`src/rtl/sd_resp_pkg.sv`:
```
// Shared types and constants for the SD sector responder: FSM state encoding
// and sector geometry.
package sd_resp_pkg;

    localparam int SECTOR_BYTES = 512;
    localparam int OFS_W        = 9;
    localparam logic [OFS_W-1:0] OFS_LAST = OFS_W'(SECTOR_BYTES - 1);

    typedef enum logic [2:0] {
        IDLE    = 3'd0,
        GRANT   = 3'd1,
        RD_REQ  = 3'd2,
        RD_PUT  = 3'd3,
        WR_ADDR = 3'd4,
        WR_LAT  = 3'd5,
        WR_REQ  = 3'd6,
        DONE    = 3'd7
    } state_t;

endpackage

```
`src/rtl/sd_sector_responder_if.sv`:
```
// Backing-store bus between the sector responder (master) and the image
// storage (slave); one mem_ack pulse completes one byte.
interface sd_sector_responder_if;
    import sd_resp_pkg::*;

    logic             mem_req;
    logic             mem_we;
    logic [1:0]       mem_drv;
    logic [31:0]      mem_lba;
    logic [OFS_W-1:0] mem_ofs;
    logic [7:0]       mem_wdata;
    logic [7:0]       mem_rdata;
    logic             mem_ack;

    modport master (
        output mem_req, mem_we, mem_drv, mem_lba, mem_ofs, mem_wdata,
        input  mem_rdata, mem_ack
    );

    modport slave (
        input  mem_req, mem_we, mem_drv, mem_lba, mem_ofs, mem_wdata,
        output mem_rdata, mem_ack
    );

endinterface

```
`src/rtl/sd_resp_arb.sv`:
```
// Combinational drive/direction selector: lowest drive index wins, and a read
// beats a write on the same drive.
module sd_resp_arb #(
    parameter int VDNUM = 3
) (
    input  logic [VDNUM-1:0] rd,
    input  logic [VDNUM-1:0] wr,
    output logic             req,
    output logic             is_wr,
    output logic [1:0]       drv,
    output logic [VDNUM-1:0] gnt
);

    logic hit;

    // Scan from the top down so the lowest requesting index is the last to land
    always_comb begin
        req   = 1'b0;
        is_wr = 1'b0;
        drv   = 2'd0;
        gnt   = '0;
        hit   = 1'b0;
        for (int i = VDNUM - 1; i >= 0; i--) begin
            hit   = rd[i] | wr[i];
            req   = req | hit;
            is_wr = hit ? ~rd[i] : is_wr;
            drv   = hit ? 2'(i) : drv;
            gnt   = hit ? (VDNUM'(1'b1) << i) : gnt;
        end
    end

endmodule

```
`src/rtl/sd_sector_responder.sv`:
```
// Serves 512-byte sector reads/writes between the SD buffer and a byte-wide
// backing store. Optional write protection: define SDRESP_WRPROT_EN.
module sd_sector_responder
    import sd_resp_pkg::*;
#(
    parameter int VDNUM = 3
) (
    input  logic                  clk_sys,
    input  logic                  RESET_N,
    input  logic [31:0]           sd_lba,
    input  logic [VDNUM-1:0]      sd_rd,
    input  logic [VDNUM-1:0]      sd_wr,
    output logic                  sd_ack,
    output logic [OFS_W-1:0]      sd_buff_addr,
    output logic [7:0]            sd_buff_dout,
    output logic                  sd_buff_wr,
    input  logic [7:0]            sd_buff_din,
    input  logic [VDNUM-1:0]      img_present,
    input  logic [VDNUM-1:0]      img_readonly,
    sd_sector_responder_if.master mem,
    output logic                  busy,
    output logic                  err
);

`ifdef SDRESP_WRPROT_EN
    localparam logic WRPROT_EN = 1'b1;
`else
    localparam logic WRPROT_EN = 1'b0;
`endif

    state_t           state_r, state_s;
    logic [OFS_W-1:0] ofs_r, ofs_s, addr_r, addr_s;
    logic [31:0]      lba_r, lba_s;
    logic [1:0]       drv_r, drv_s;
    logic             is_wr_r, is_wr_s, nodata_r, nodata_s, last_s;
    logic [7:0]       dout_r, dout_s, wdata_r, wdata_s;
    logic             buff_wr_r, buff_wr_s, req_r, req_s, we_r, we_s;
    logic             ack_r, ack_s, busy_r, busy_s, err_r, err_s;
    logic             arb_req_s, arb_is_wr_s, miss_s, ro_hit_s;
    logic [1:0]       arb_drv_s;
    logic [VDNUM-1:0] arb_gnt_s;

    sd_resp_arb #(.VDNUM(VDNUM)) u_arb (
        .rd    (sd_rd),
        .wr    (sd_wr),
        .req   (arb_req_s),
        .is_wr (arb_is_wr_s),
        .drv   (arb_drv_s),
        .gnt   (arb_gnt_s)
    );

    assign miss_s   = |(arb_gnt_s & ~img_present);
    assign ro_hit_s = |(arb_gnt_s & img_readonly);

    // Next state, datapath updates and next values of the registered outputs
    always_comb begin
        state_s  = state_r;
        ofs_s    = ofs_r;
        addr_s   = addr_r;
        lba_s    = lba_r;
        drv_s    = drv_r;
        is_wr_s  = is_wr_r;
        nodata_s = nodata_r;
        dout_s   = dout_r;
        wdata_s  = wdata_r;
        last_s   = (ofs_r == OFS_LAST);
        case (state_r)
            IDLE: begin
                if (arb_req_s) begin
                    state_s  = GRANT;
                    lba_s    = sd_lba;
                    drv_s    = arb_drv_s;
                    is_wr_s  = arb_is_wr_s;
                    nodata_s = miss_s | (WRPROT_EN & arb_is_wr_s & ro_hit_s);
                    ofs_s    = '0;
                end else begin
                    state_s = IDLE;
                end
            end
            GRANT: begin
                addr_s = ofs_r;
                if (is_wr_r) begin
                    state_s = WR_ADDR;
                end else if (nodata_r) begin
                    state_s = RD_PUT;
                    dout_s  = 8'h00;
                end else begin
                    state_s = RD_REQ;
                end
            end
            RD_REQ: begin
                if (mem.mem_ack) begin
                    state_s = RD_PUT;
                    dout_s  = mem.mem_rdata;
                    addr_s  = ofs_r;
                end else begin
                    state_s = RD_REQ;
                end
            end
            // Offset 511 exits to DONE instead of wrapping back into the loop
            RD_PUT: begin
                if (last_s) begin
                    state_s = DONE;
                end else begin
                    ofs_s  = ofs_r + OFS_W'(1'b1);
                    addr_s = ofs_r + OFS_W'(1'b1);
                    if (nodata_r) begin
                        state_s = RD_PUT;
                        dout_s  = 8'h00;
                    end else begin
                        state_s = RD_REQ;
                    end
                end
            end
            WR_ADDR: state_s = WR_LAT;
            WR_LAT: begin
                wdata_s = sd_buff_din;
                if (!nodata_r) begin
                    state_s = WR_REQ;
                end else if (last_s) begin
                    state_s = DONE;
                end else begin
                    state_s = WR_ADDR;
                    ofs_s   = ofs_r + OFS_W'(1'b1);
                    addr_s  = ofs_r + OFS_W'(1'b1);
                end
            end
            WR_REQ: begin
                if (!mem.mem_ack) begin
                    state_s = WR_REQ;
                end else if (last_s) begin
                    state_s = DONE;
                end else begin
                    state_s = WR_ADDR;
                    ofs_s   = ofs_r + OFS_W'(1'b1);
                    addr_s  = ofs_r + OFS_W'(1'b1);
                end
            end
            DONE:    state_s = IDLE;
            default: state_s = IDLE;
        endcase
        buff_wr_s = (state_s == RD_PUT);
        req_s     = (state_s == RD_REQ) || (state_s == WR_REQ);
        we_s      = (state_s == WR_REQ);
        ack_s     = (state_s != IDLE) && (state_s != GRANT) && (state_s != DONE);
        busy_s    = (state_s != IDLE);
        err_s     = (state_s == DONE) && nodata_r;
    end

    // FSM state register
    always_ff @(posedge clk_sys) begin
        if (!RESET_N) begin
            state_r <= IDLE;
        end else begin
            state_r <= state_s;
        end
    end

    // Transfer context and registered outputs
    always_ff @(posedge clk_sys) begin
        if (!RESET_N) begin
            ofs_r     <= '0;
            addr_r    <= '0;
            lba_r     <= 32'd0;
            drv_r     <= 2'd0;
            is_wr_r   <= 1'b0;
            nodata_r  <= 1'b0;
            dout_r    <= 8'h00;
            wdata_r   <= 8'h00;
            buff_wr_r <= 1'b0;
            req_r     <= 1'b0;
            we_r      <= 1'b0;
            ack_r     <= 1'b0;
            busy_r    <= 1'b0;
            err_r     <= 1'b0;
        end else begin
            ofs_r     <= ofs_s;
            addr_r    <= addr_s;
            lba_r     <= lba_s;
            drv_r     <= drv_s;
            is_wr_r   <= is_wr_s;
            nodata_r  <= nodata_s;
            dout_r    <= dout_s;
            wdata_r   <= wdata_s;
            buff_wr_r <= buff_wr_s;
            req_r     <= req_s;
            we_r      <= we_s;
            ack_r     <= ack_s;
            busy_r    <= busy_s;
            err_r     <= err_s;
        end
    end

    assign sd_ack        = ack_r;
    assign sd_buff_addr  = addr_r;
    assign sd_buff_dout  = dout_r;
    assign sd_buff_wr    = buff_wr_r;
    assign busy          = busy_r;
    assign err           = err_r;
    assign mem.mem_req   = req_r;
    assign mem.mem_we    = we_r;
    assign mem.mem_drv   = drv_r;
    assign mem.mem_lba   = lba_r;
    assign mem.mem_ofs   = ofs_r;
    assign mem.mem_wdata = wdata_r;

endmodule

```
`src/flat_wrapper.sv`:
```
// flat-port wrapper written by rule: the top's interface ports become plain ports
module sd_sector_responder_flat import sd_resp_pkg::*;
#(
    parameter int VDNUM = 3
)
  (clk_sys, RESET_N, sd_lba, sd_rd, sd_wr, sd_ack, sd_buff_addr, sd_buff_dout, sd_buff_wr, sd_buff_din, img_present, img_readonly, busy, err, mem_mem_req, mem_mem_we, mem_mem_drv, mem_mem_lba, mem_mem_ofs, mem_mem_wdata, mem_mem_rdata, mem_mem_ack);
  sd_sector_responder_if mem_i ();
  input  logic clk_sys;
  input  logic RESET_N;
  input  logic [31:0] sd_lba;
  input  logic [VDNUM-1:0] sd_rd;
  input  logic [VDNUM-1:0] sd_wr;
  output logic sd_ack;
  output logic [OFS_W-1:0] sd_buff_addr;
  output logic [7:0] sd_buff_dout;
  output logic sd_buff_wr;
  input  logic [7:0] sd_buff_din;
  input  logic [VDNUM-1:0] img_present;
  input  logic [VDNUM-1:0] img_readonly;
  output logic busy;
  output logic err;
  output wire logic [$bits(mem_i.mem_req)-1:0] mem_mem_req;
  output wire logic [$bits(mem_i.mem_we)-1:0] mem_mem_we;
  output wire logic [$bits(mem_i.mem_drv)-1:0] mem_mem_drv;
  output wire logic [$bits(mem_i.mem_lba)-1:0] mem_mem_lba;
  output wire logic [$bits(mem_i.mem_ofs)-1:0] mem_mem_ofs;
  output wire logic [$bits(mem_i.mem_wdata)-1:0] mem_mem_wdata;
  input wire logic [$bits(mem_i.mem_rdata)-1:0] mem_mem_rdata;
  input wire logic [$bits(mem_i.mem_ack)-1:0] mem_mem_ack;
  assign mem_mem_req = mem_i.mem_req;
  assign mem_mem_we = mem_i.mem_we;
  assign mem_mem_drv = mem_i.mem_drv;
  assign mem_mem_lba = mem_i.mem_lba;
  assign mem_mem_ofs = mem_i.mem_ofs;
  assign mem_mem_wdata = mem_i.mem_wdata;
  assign mem_i.mem_rdata = mem_mem_rdata;
  assign mem_i.mem_ack = mem_mem_ack;
  sd_sector_responder #(.VDNUM(VDNUM)) u_core (.clk_sys(clk_sys), .RESET_N(RESET_N), .sd_lba(sd_lba), .sd_rd(sd_rd), .sd_wr(sd_wr), .sd_ack(sd_ack), .sd_buff_addr(sd_buff_addr), .sd_buff_dout(sd_buff_dout), .sd_buff_wr(sd_buff_wr), .sd_buff_din(sd_buff_din), .img_present(img_present), .img_readonly(img_readonly), .mem(mem_i), .busy(busy), .err(err));
endmodule
```
`config.mk`:
```
export PLATFORM = sky130hd
export DESIGN_NAME = sd_sector_responder_flat
export DESIGN_NICKNAME = d
export VERILOG_FILES = /design/src/rtl/sd_resp_pkg.sv /design/src/rtl/sd_sector_responder_if.sv /design/src/rtl/sd_resp_arb.sv /design/src/rtl/sd_sector_responder.sv /design/src/flat_wrapper.sv
export SDC_FILE = /design/constraint.sdc
export NUM_CORES = 1
export LEC_CHECK = 0
export CAP_MARGIN = 20
export CORE_MARGIN = 4
export CORE_UTILIZATION = 46
export CTS_CLUSTER_SIZE = 25
export DETAILED_ROUTE_END_ITERATION = 16
export GPL_TIMING_DRIVEN = 0
export MAX_ROUTING_LAYER = met4
export PLACE_DENSITY = 0.85
export SLEW_MARGIN = 25
export SYNTH_ARGS = -nofsm -noshare
export SYNTH_HDL_FRONTEND = slang
export SYNTH_SLANG_ARGS = --single-unit
```
`constraint.sdc`:
```
create_clock -name clk_sys -period 5 [get_ports clk_sys]
set_input_delay 0.5 -clock clk_sys [delete_from_list [all_inputs] [get_ports clk_sys]]
set_output_delay 0.5 -clock clk_sys [all_outputs]
set_load 0.005 [all_outputs]
```
# --- Word level (Yosys, flattened, before mapping) ---
# Index checks and enable logic that the tools add are counted.
word_totals:
  regBits: 79
  input_bits: 63
  output_inout_bits: 74
  wordCells: 93
op_classes:
  bitwise: 10
  n_mux: 33
  n_addsub: 1
  eq_ne: 20
  reduce_logical: 14
op_table:
  columns: ["cell", "n"]
  rows:
  - ["$mux 9", 8]
  - ["$pmux 9 s5", 1]
  - ["$pmux 9 s4", 1]
  - ["$mux 8", 4]
  - ["$pmux 3 s8", 1]
  - ["$pmux 8 s3", 1]
  - ["$mux 3", 7]
  - ["$eq 3x3->1 const B", 6]
  - ["$eq 3x2->1 const B", 4]
  - ["$reduce_and 4->1", 3]
  - ["$add 9x1->9 const B", 1]
  - ["$eq 9x9->1 const B", 1]
  - ["$mux 2", 4]
  - ["$ne 2x2->1 const B", 4]
  - ["$mux 1", 6]
  - ["$reduce_bool 3->1", 2]
  - ["$or 1x1->1", 5]
  - ["$reduce_bool 5->1", 1]
  - ["$ne 2x1->1 const B", 2]
  - ["$reduce_bool 4->1", 1]
  - ["$and 3x3->3", 1]
  - ["$eq 3x1->1 const B", 1]
  - ["$logic_and 1x1->1", 3]
  - ["$logic_not 3->1", 1]
  - ["7 further kinds", 9]

# --- Longest topological paths before layout ---
depth:
  word_depth: 8
  depth_mapped: 12
  ltp_nobuf: 10

# --- Hierarchy ---
# From an unflattened synthesis, not the netlist that was laid out.
unflattened:
  cells_unflattened: 411
  area_unflattened_um2: 3534.6
by_module_without_submodules:
  columns: ["mod", "seq_area_each_um2", "n_inst", "area_per_inst_um2", "cells_per_inst"]
  rows:
  - ["sd_sector_responder", 1581.5, 1, 3449.6, 397]
  - ["sd_resp_arb", 0.0, 1, 85.1, 14]

# --- Least setup slack after synthesis ---
# Ideal clock, no wire load.
synth_timing:
  kind: "reg-to-reg"
  startpoint: "register u_core.ofs_r[1] (netlist: u_core.mem.mem_ofs[1])"
  endpoint: "register u_core.addr_r[8] (netlist: u_core.sd_buff_addr[8])"
  t_arrival_ps: 2297
  setup_slack_ps: 2581
  period_less_slack_ps: 2419
  path_stages_with_launch: 13
  required_ps: 4879
  setup_ps: 121
  n_path_buf: 2
  path_cell_list: "dfxtp_1 > ha_1 > nand3_1 > nor2_1 > and3_1 > ha_1 > clkbuf_1 > nand2b_1 > o21ai_0 > a21o_1 > buf_2 > o21ai_0 > a21oi_1"
synth_via:
  elab_chain_cells: 4
  word_cells_on_any_way: 6
  cone_classes: "add/sub: 1; eq/ne: 1; mux: 4"
synth_rtl:
  columns: ["element", "line_no", "text"]
  rows:
  - ["start, declared", "sd_sector_responder.sv:32", "logic [OFS_W-1:0] ofs_r, ofs_s, addr_r, addr_s;"]
  - ["start signal, assigned", "sd_sector_responder.sv:177", "ofs_r <= ofs_s;"]
  - ["$add 9x1->9 or $eq 9x9->1 (tied branches)", null, null]
  - ["$mux 9 (*)", "sd_sector_responder.sv:102, sd_sector_responder.sv:120, sd_sector_responder.sv:131", null]
  - ["$mux 9, on equally long branches", "sd_sector_responder.sv:129, sd_sector_responder.sv:118", null]
  - ["$pmux 9 s5 (*)", "sd_sector_responder.sv:67", "case (state_r)"]
  - ["end signal, assigned", "sd_sector_responder.sv:178", "addr_r <= addr_s;"]
  - ["end, declared", "sd_sector_responder.sv:32", null]
# Mark *: on every way between the ends. The rest lies on a longest branch, timed or not. The select of a mux whose other input is x is not followed.
# A chain may end at the register's enable or synchronous reset.

# --- Worst setup path in the final report ---
# Same ends and word-level chain as after synthesis.

==> results.md <==
* Status: complete, no violations
* CTS tree: done
* Die width at 92.7 um
* Worst skew pair latency at 350 ps
* Initial DRC count at 165
* Max Freq at 344 MHz
* Worst Path Required at 5230 ps
* N_diodes at 0
* Endpoints failing setup at 0
* Switch share at a little under two fifths
* Boundary pin count at 137
* Post-synthesis sequential area ratio at 47.9%
* Layout Skew at slightly below 8 ps
* Clock Path Buffers at 2
* Worst Setup Start Kind: register
* Slew at the pin with the worst max-slew slack at approximately 620 ps
* FFs w/ async S/R, synth at 0%
* Detail Route Antenna Nets at 0
* Syn nets at 476
* Net Sw Power at ~0.9 mW
* Mapped Cells at 409
* Post-synth top area cell: dfxtp_1
* Synth area leaders: dfxtp_1, nand2_1, a21oi_1
* Setup WS pre-CTS at 2140 ps
* First-pass GRT wire length at 15,600 um
* Top cell type's share of synthesized area at 47.9%
* CP bufs+invs at 2
* Hold bufs inserted after CTS at 0
* Routed wire length at 9750 um
* Overall routing resource usage at 23.6%
* Clock power share at 17.0%
* Crit-path leading delay family: simple AND/OR/NAND/NOR gates
* Seq pwr share at around 36%
* Setup TNS at 0 ps
* Leakage at 1.77 nW
* Gr ovfl total at 0
* I/O Buffers at 132
* Area of the die at 8590 um^2
* Reg clk slew, reported paths at 80 ps
* Cell breakdown of the critical path: ha_1, nand3_1, nor2_1, and3_1, ha_1, clkbuf_1, nand2b_1, o21ai_0, a21o_1, buf_2, o21ai_0, a21oi_1
* Share of layout cells above drive strength 1 at between 6 and 7%
* Routed via count at 3,368
* Final Power at 2.40 mW
* Worst IR drop on VDD at 0.288 mV
* Root Driver: clkbuf_8
* Setup repair bufs after CTS at 0
* Largest net degree at the start of global routing at 14
* WL/cell at 14.9 um
* Power Density at slightly below 500 nW/um^2
* Initial Utilization at 48.1%
* Period Utilization, post-route at 58.1%
* DP Cell Count at 637
* Initial antenna violation count at 0
* CTS resizes at 0
* Worst Path Max Fanout at 10
* Final hold violations at 0
* Layout net count at between 600 and 700
* Most common library cells after synthesis: nand2_1, dfxtp_1, a21oi_1
* Core area at 6870 um^2
* Yosys warns at 0
* Worst min path class: reg -> reg
* Crit Path Category: reg -> reg
* #FFs+latches synth at 79
* Critical Path AT at 3140 ps
* Cell area after synthesis at roughly 3300 um^2
* Final slew viol count at 0
* Critical path's slowest cell: dfxtp_1
* Gpl congestion at 0.880
* RSZ-0062 raised after global routing: no
* Slew margin rel. at 58.2%
* Hpwl dp at 7390 um
* Number of library cell types mapped by synthesis at 49
* Core Rows at 30
* Die Span Y at 92.7 um
* Finished Layout Cells at approximately 650
* Vias in the first global route at about 3,200
* Num Clock Sinks at about 80
* Post-synth EDFFs at 0
* DRC violations left at 0
* Post-Syn Area per Cell at 8.07 um^2
* Area Growth Syn to Fin at 48.7%
* Comb pwr share at 46.7%
* Internal power at 1.49 mW
* Number of H-tree levels at 3
* Worst Slack Setup Final at 2100 ps
* Setup crit end kind: register
* DRT Pass-1 Iters at 5
* Vias/cell at 5.16
* TritonCTS buffer count at 9
* Top FF cell, synth: dfxtp_1
* Final min period at 2900 ps
* Max cap viols at 0
* Most frequent cell after synthesis: nand2_1
* CP peak stage delay at 420 ps
## worst register-to-register path: cells and delay by family (launching register included)
family	cells	cell delay, ps
simple gates	4	810
compound gates	4	600
buf+inv	2	540
fa+ha+maj	2	420
flops	1	420
## cell type report
type                       instances  area, um^2
clock inverter                     6        37.5
inverter                          10        37.5
buffer                            24         118
multi-input combinational        296        1560
fill                             555        1960
timing repair buffer             132        1320
clock buffer                      10         128
sequential                        79        1580
tap                               96         120
## through the flow
stage          hold slack (ps)  util, %  cell area, um^2
2_1_floorplan              448        -             3300
3_3_place_gp               441     69.0             4740
3_5_place_dp               446     69.0             4740
4_1_cts                    458     71.4             4910
5_1_grt                    478     71.4             4910
6_report                   456     71.4             4910
## power groups by stage
stage               registers, mW  clock network (mW)  logic [mW]
global route                0.893               0.450        1.24
detailed placement          0.887                   0        1.12
global placement            0.876                   0        1.10
floorplan                   0.890                   0       0.608
CTS                         0.873               0.415        1.13
finish                      0.873               0.409        1.12
## metal layers
metal,global-route usage [%],up-vias,wire [um]
li1,-,1687,-
met1,27.5,1537,4020
met2,39.1,130,4880
met3,6.58,14,661
met4,8.18,0,186
met5,-,-,0
## cells in the final DEF (no fill, tap or decap), types with 2 or more instances in the layout
| master | instances |
|---|---|
| a211oi_1 | 4 |
| and3_1 | 2 |
| nor2b_1 | 3 |
| and2_1 | 3 |
| inv_1 | 8 |
| a21oi_1 | 67 |
| xor2_1 | 2 |
| a21o_1 | 3 |
| dfxtp_1 | 79 |
| buf_4 | 2 |
| o32ai_1 | 3 |
| xnor2_1 | 4 |
| clkinvlp_4 | 3 |
| clkdlybuf4s50_1 | 132 |
| buf_2 | 10 |
| clkbuf_1 | 11 |
| nand3_1 | 22 |
| o211ai_1 | 5 |
| nand3b_1 | 3 |
| clkinv_2 | 3 |
| nor2_1 | 23 |
| mux2i_1 | 4 |
| clkbuf_8 | 9 |
| o21ai_0 | 16 |
| ha_1 | 4 |
| nor3_1 | 3 |
| or3_1 | 3 |
| nand2_1 | 98 |
| nand2b_1 | 4 |
## cell families (layout without fill, tap and decap cells)
family | count (synthesis) | count (layout) | share of synthesized area (%)
and+or+nand+nor | 171 | 171 | 23.5
AOI/OAI and AO/OA | 111 | 111 | 19.6
DFF | 79 | 79 | 47.9
buffers and inverters | 34 | 182 | 4.70
xor gates and xnor gates | 6 | 6 | 1.59
adders and majority gates | 4 | 4 | 1.52
muxes | 4 | 4 | 1.21
## sequential cells by signal, indices dropped and copies added (netlist names)
signal / count
u_core.state_r: 3
u_core.mem.mem_drv: 2
u_core.mem.mem_wdata: 8
u_core.sd_ack: 1
u_core.sd_buff_wr: 1
u_core.mem.mem_req: 1
u_core.is_wr_r: 1
u_core.err: 1
u_core.mem.mem_we: 1
u_core.mem.mem_ofs: 9
u_core.sd_buff_dout: 8
u_core.nodata_r: 1
u_core.sd_buff_addr: 9
u_core.busy: 1
u_core.mem.mem_lba: 32
## worst paths after layout
check | cells past startpoint | slack (ps) | endpoint | start
setup / recovery | 12 | 2100 | u_core.sd_buff_addr[8] | u_core.mem.mem_ofs[1]
hold / removal | 2 | 460 | u_core.mem.mem_lba[20] | u_core.mem.mem_lba[20]
setup reg to reg | 12 | 2100 | u_core.sd_buff_addr[8] | u_core.mem.mem_ofs[1]
hold reg to reg | 2 | 460 | u_core.mem.mem_lba[20] | u_core.mem.mem_lba[20]
No activity file was read; power rests on OpenSTA's default activity.
